$ cat config.mk
export PLATFORM = sky130hd
export DESIGN_NAME = mips_multicycle_control
export DESIGN_NICKNAME = d
export VERILOG_FILES = /design/src/rtl/mips_multicycle_control.sv
export SDC_FILE = /design/constraint.sdc
export NUM_CORES = 1
export LEC_CHECK = 0
export BUFFER_PORTS_ARGS = -buffer_cell sky130_fd_sc_hd__buf_2
export CORE_UTILIZATION = 54
export CTS_BUF_LIST = sky130_fd_sc_hd__clkbuf_8
export CTS_CLUSTER_DIAMETER = 60
export CTS_CLUSTER_SIZE = 25
export DETAILED_ROUTE_END_ITERATION = 10
export PLACE_DENSITY = 0.82
export SLEW_MARGIN = 10
export SYNTH_ARGS = -nofsm -noshare
export SYNTH_HDL_FRONTEND = slang
export SYNTH_SLANG_ARGS = --single-unit
export TNS_END_PERCENT = 100
$ cat constraint.sdc
create_clock -name clk -period 2.62 [get_ports clk]
set_input_delay 0.262 -clock clk [delete_from_list [all_inputs] [get_ports clk]]
set_output_delay 0.262 -clock clk [all_outputs]
set_load 0.02 [all_outputs]
$ cat src/rtl/mips_multicycle_control.sv
// Multi-cycle MIPS control sequencer: FETCH/DECODE/EXEC/MEM/WB stepping with
// a memory-ready handshake, per-state datapath strobes and a retire counter.
module mips_multicycle_control (
  input  logic        clk,
  input  logic        reset,
  input  logic [5:0]  opcode_i,
  input  logic [5:0]  funct_i,
  input  logic        mem_ready_i,
  input  logic        cmp_eq_i,
  output logic [4:0]  alu_operation_o,
  output logic        alu_src_b_o,
  output logic        mem_read_o,
  output logic        mem_write_o,
  output logic        iord_o,
  output logic        ir_write_o,
  output logic        pc_write_o,
  output logic        pc_src_o,
  output logic        reg_write_o,
  output logic        reg_dst_o,
  output logic        mem_to_reg_o,
  output logic        link_o,
  output logic        illegal_o,
  output logic [31:0] instr_count_o,
  output logic [2:0]  state_dbg_o
);

  typedef enum logic [2:0] {
    ST_IDLE   = 3'd0,
    ST_FETCH  = 3'd1,
    ST_DECODE = 3'd2,
    ST_EXEC   = 3'd3,
    ST_MEM    = 3'd4,
    ST_WB     = 3'd5,
    ST_TRAP   = 3'd6
  } state_e;

  typedef enum logic [2:0] {
    CL_ALU_R = 3'd0,
    CL_ALU_I = 3'd1,
    CL_LW    = 3'd2,
    CL_SW    = 3'd3,
    CL_BEQ   = 3'd4,
    CL_BNE   = 3'd5,
    CL_JMP   = 3'd6,
    CL_JAL   = 3'd7
  } class_e;

  localparam logic [4:0] ALU_ADD  = 5'd0;
  localparam logic [4:0] ALU_SUB  = 5'd1;
  localparam logic [4:0] ALU_OR   = 5'd2;
  localparam logic [4:0] ALU_ORI  = 5'd3;
  localparam logic [4:0] ALU_SRL  = 5'd4;
  localparam logic [4:0] ALU_SLL  = 5'd5;
  localparam logic [4:0] ALU_LUI  = 5'd6;
  localparam logic [4:0] ALU_ANDI = 5'd7;
  localparam logic [4:0] ALU_BEQ  = 5'd10;
  localparam logic [4:0] ALU_BNE  = 5'd11;
  localparam logic [4:0] ALU_NOR  = 5'd12;
  localparam logic [4:0] ALU_AND  = 5'd13;
  localparam logic [4:0] ALU_JMP  = 5'd14;
  localparam logic [4:0] ALU_JAL  = 5'd15;

  state_e      state_q, state_d;
  class_e      class_q, class_d;
  logic [4:0]  alu_q, alu_d;
  logic [31:0] cnt_q, cnt_d;

  class_e      dec_class;
  logic [4:0]  dec_alu;
  logic        dec_legal;
  logic        retire;

  always_ff @(posedge clk or posedge reset) begin
    if (reset) begin
      state_q <= ST_IDLE;
      class_q <= CL_ALU_R;
      alu_q   <= ALU_ADD;
      cnt_q   <= 32'd0;
    end else begin
      state_q <= state_d;
      class_q <= class_d;
      alu_q   <= alu_d;
      cnt_q   <= cnt_d;
    end
  end

  // Instruction decode; only consumed while in DECODE.
  always_comb begin
    dec_class = CL_ALU_R;
    dec_alu   = ALU_ADD;
    dec_legal = 1'b1;
    case (opcode_i)
      6'h00: begin
        case (funct_i)
          6'h20:   dec_alu = ALU_ADD;
          6'h22:   dec_alu = ALU_SUB;
          6'h24:   dec_alu = ALU_AND;
          6'h25:   dec_alu = ALU_OR;
          6'h27:   dec_alu = ALU_NOR;
          6'h00:   dec_alu = ALU_SLL;
          6'h02:   dec_alu = ALU_SRL;
          default: dec_legal = 1'b0;
        endcase
      end
      6'h08: begin dec_class = CL_ALU_I; dec_alu = ALU_ADD;  end
      6'h0C: begin dec_class = CL_ALU_I; dec_alu = ALU_ANDI; end
      6'h0D: begin dec_class = CL_ALU_I; dec_alu = ALU_ORI;  end
      6'h0F: begin dec_class = CL_ALU_I; dec_alu = ALU_LUI;  end
      6'h23: begin dec_class = CL_LW;    dec_alu = ALU_ADD;  end
      6'h2B: begin dec_class = CL_SW;    dec_alu = ALU_ADD;  end
      6'h04: begin dec_class = CL_BEQ;   dec_alu = ALU_BEQ;  end
      6'h05: begin dec_class = CL_BNE;   dec_alu = ALU_BNE;  end
      6'h02: begin dec_class = CL_JMP;   dec_alu = ALU_JMP;  end
      6'h03: begin dec_class = CL_JAL;   dec_alu = ALU_JAL;  end
      default: dec_legal = 1'b0;
    endcase
  end

  // Handshake: mem_read_o/mem_write_o and iord_o stay asserted each cycle of
  // FETCH/MEM until mem_ready_i is seen high; the transfer completes in that cycle.
  always_comb begin
    state_d         = state_q;
    class_d         = class_q;
    alu_d           = alu_q;
    retire          = 1'b0;
    alu_operation_o = ALU_ADD;
    alu_src_b_o     = 1'b0;
    mem_read_o      = 1'b0;
    mem_write_o     = 1'b0;
    iord_o          = 1'b0;
    ir_write_o      = 1'b0;
    pc_write_o      = 1'b0;
    pc_src_o        = 1'b0;
    reg_write_o     = 1'b0;
    reg_dst_o       = 1'b0;
    mem_to_reg_o    = 1'b0;
    link_o          = 1'b0;
    illegal_o       = 1'b0;
    case (state_q)
      ST_IDLE: state_d = ST_FETCH;
      ST_FETCH: begin
        mem_read_o = 1'b1;
        if (mem_ready_i) begin
          ir_write_o = 1'b1;
          pc_write_o = 1'b1;
          state_d    = ST_DECODE;
        end
      end
      ST_DECODE: begin
        class_d = dec_class;
        alu_d   = dec_alu;
        state_d = dec_legal ? ST_EXEC : ST_TRAP;
      end
      ST_EXEC: begin
        alu_operation_o = alu_q;
        case (class_q)
          CL_ALU_R: state_d = ST_WB;
          CL_ALU_I: begin alu_src_b_o = 1'b1; state_d = ST_WB;  end
          CL_LW,
          CL_SW:    begin alu_src_b_o = 1'b1; state_d = ST_MEM; end
          CL_BEQ: begin
            pc_write_o = cmp_eq_i;
            pc_src_o   = 1'b1;
            state_d    = ST_FETCH;
            retire     = 1'b1;
          end
          CL_BNE: begin
            pc_write_o = !cmp_eq_i;
            pc_src_o   = 1'b1;
            state_d    = ST_FETCH;
            retire     = 1'b1;
          end
          CL_JMP: begin
            pc_write_o = 1'b1;
            pc_src_o   = 1'b1;
            state_d    = ST_FETCH;
            retire     = 1'b1;
          end
          CL_JAL: begin
            pc_write_o  = 1'b1;
            pc_src_o    = 1'b1;
            reg_write_o = 1'b1;
            link_o      = 1'b1;
            state_d     = ST_FETCH;
            retire      = 1'b1;
          end
          default: state_d = ST_FETCH;
        endcase
      end
      ST_MEM: begin
        alu_operation_o = ALU_ADD;
        alu_src_b_o     = 1'b1;
        iord_o          = 1'b1;
        mem_read_o      = (class_q == CL_LW);
        mem_write_o     = (class_q == CL_SW);
        if (mem_ready_i) begin
          state_d = (class_q == CL_LW) ? ST_WB : ST_FETCH;
          retire  = (class_q != CL_LW);
        end
      end
      ST_WB: begin
        reg_write_o  = 1'b1;
        reg_dst_o    = (class_q == CL_ALU_R);
        mem_to_reg_o = (class_q == CL_LW);
        state_d      = ST_FETCH;
        retire       = 1'b1;
      end
      ST_TRAP: begin
        illegal_o = 1'b1;
        state_d   = ST_FETCH;
      end
      default: state_d = ST_IDLE;
    endcase
    cnt_d = retire ? cnt_q + 32'd1 : cnt_q;
  end

  assign instr_count_o = cnt_q;
  assign state_dbg_o   = state_q;

endmodule

==> results.cfg <==
[cells_and_area]
multi_input_area_um2 = 1270
fin_nets = 340
fin_util_pct = 66.41
area_growth_pct = 18.36
fillers = 365
regArea_um2 = 1051
diodes = 0
drive_gt1_share_pct = 26.54

[setup_path]
path_buf_inv = 0
cp_slowest_cell = dfrtp_1
path_max_fanout = 18
crit_family = simple AND/OR/NAND/NOR gates
end_kind = register
worstSetupPathType = register to register
arrival_ns = 2.24
cpPeakStageDelay_ns = 0.53
critPathRequiredTime_ns = 2.83
critPathLaunchType = register
cp_cell_sequence = nor2b_1 -> a311o_4 -> nand4_2 -> nor3_1 -> xor2_1

[clock_tree]
numCtsBuffers = 5
cts_hold_buf = 0
cts_setup_buffers = 0
cts_resized = 0
clk_pin_slew_ns = 0.08
cts_sinks = 42
h-tree-depth = 2
root_buffer = clkbuf_8
clockBufferDepth = 2
clkLatencyLatePin_ns = 0.29
cts_tree = done

[logic_synthesis]
synth_seq_area_share_pct = 43.32
synth-edff-count = 0
synth_compound_area_share_pct = 8.716
synth_xor_area_share_pct = 12.27
synth_top_cell_area_share_pct = 43.32
synth_top_area_cell = dfrtp_1
synth_async_sr_flop_share_pct = 100.0
synth_top_family_by_area = simple AND/OR/NAND/NOR gates
synth.area.mux_share_pct = 1.341
netlist_area_um2 = 2426
synth_ff_type = dfrtp_1
synth_warnings = 0
synthSimpleGateAreaFrac_pct = 29.35
synth-adder-area-share_pct = 0.5157
yosys_register_bits = 42
synthCells = 261
synth.top_cells.by_area = dfrtp_1, xnor2_1, xor2_1
ys_types = 51
yosysMostFrequentCell = dfrtp_1
syn_area_per_cell_um2 = 9.295
synthesis.nets = 278
synth.top_cells.by_count = dfrtp_1, nand2_1, nor2_1

[timing]
finalHoldViolCount = 0
fin_crit_ns = 2.031
slew_violations = 0
setup_violations = 0
fin_tns_setup_ns = 0
fmax_mhz = 492.4
timing.final.crit_share_pct = 77.51
rsz0062_at_grt = no
skew_ns = 0.007073
worstMarginPinSlew_ns = 0.5117
slew_headroom_pct = 65.89

[die]
fp.dieW_um = 69.03
start_util_pct = 56.11
die-area_um2 = 4764
chipHeight_um = 69.03
core_um2 = 4324
ios = 68
rows = 24

[global_route]
grt-ovfl-total = 0
antenna_found_initial = 0
grt_max_degree = 43
grt_pass1_vias = 1995
grt.total_usage_pct = 22.35
grt_pass1_wl_um = 8728

[power]
power_density_nw_per_um2 = 717.8
peakVddDrop_v = 0.0003838
clockPowerShare_pct = 24.4
swShare_pct = 37.11
p_switching_uw = 764.8
power_frac_seq_pct = 43.3
leakage_nw = 1.493
internal_power_mw = 1.296
p_comb_share_pct = 32.3

[detailed_routing]
firstDrtPassIters = 4
drc = 0
routedWlPerCell_um = 13.26
wl_um = 4987
vias = 2039
drtIter0Drc = 106
viasPerCell = 5.423
antenna_left = 0

[placed_design]
io_buffers = 66
dp_hpwl_um = 3706
routabilityCongestion = 0.8516

[run_status]
status = finished clean

[hold_path]
hold_class = primary input to async pin

[run]
maxCapViolations = 0
power groups by stage:
| stage | Clock [mW] | Sequential, mW | Combinational (mW) |
|---|---|---|---|
| finish | 0.502 | 0.892 | 0.666 |
| global route | 0.535 | 0.916 | 0.731 |
| CTS | 0.506 | 0.892 | 0.673 |
| detailed placement | 0 | 0.904 | 0.669 |
| global placement | 0 | 0.896 | 0.654 |
| floorplan | 0 | 0.897 | 0.492 |
per-layer routing:
layer  track usage, %  part of all wire [%]  wire length [um]
met1            27.97                    46              2285
met2            37.22                    49              2422
met3            5.409                   4.4               217
met4            8.617                   1.2                61
met5                0                     0                 0
worst register-to-register path, stage by stage (launching register included):
cell,delay (ns)
dfrtp_1,0.53
nor2b_1,0.34
a311o_4,0.30
nand4_2,0.27
nor3_1,0.32
xor2_1,0.19
through the flow:
step / cell area (um2) / total power [mW] / cells / hold WS, ns / worst slack (ns)
floorplan: 2426 / 1.389 / 261 / 0.3617 / 0.7384
global placement: 2761 / 1.550 / 368 / 0.4133 / 0.7176
detailed placement: 2761 / 1.573 / 368 / 0.4179 / 0.6244
CTS: 2872 / 2.070 / 376 / 0.1009 / 0.5925
global route: 2872 / 2.183 / 376 / 0.1634 / 0.4575
finish: 2872 / 2.061 / 376 / 0.08636 / 0.5892
registers in the layout, summed over array words and instances (netlist names):
signal         cells
state_dbg_o        3
instr_count_o     32
class_q            3
alu_q              4
final timing paths:
check                                       start                 to  slack (ns)  cells after the start
min in group clk                      opcode_i[4]         class_q[0]        0.21                      2
max in group asynchronous                   reset  instr_count_o[12]        2.19                      3
worst min-delay path                        reset  instr_count_o[25]        0.09                      3
worst min register to register  instr_count_o[31]  instr_count_o[31]        0.48                      1
worst max register to register     state_dbg_o[1]  instr_count_o[25]        0.59                      5
worst max-delay path               state_dbg_o[1]  instr_count_o[25]        0.59                      5
cell families after synthesis:
kind of cell             after synthesis
AO/OA/AOI/OAI                         28
XOR/XNOR                              34
adder cells (fa/ha/maj)                1
buffers and inverters                 22
flip-flops                            42
multiplexers                           3
other                                  1
AND/OR/NAND/NOR                      130
cell type report:
cell class,instances,area share [%]
well taps,52,2.266
repair buffers,67,11.76
flip-flops and latches,42,36.60
clock buffers,5,2.397
multi-input cells,197,44.23
clock inverters,3,1.438
inverters,10,1.307
cell usage in the layout, fill, tap and decap left out, types with 3 or more instances in the layout:
cell	instances
nor3_1	10
xor2_1	15
nand2_1	30
nand2b_1	6
and4_1	4
buf_2	66
a31oi_1	3
nand3_1	11
dfrtp_1	42
nand4_1	3
nor2_1	25
and2_1	5
and3_1	9
inv_1	11
xnor2_1	19
clkbuf_8	5
nor2b_1	6
nand3b_1	4
o21ai_0	7
Note: power is estimated with default switching activity, not from simulation.
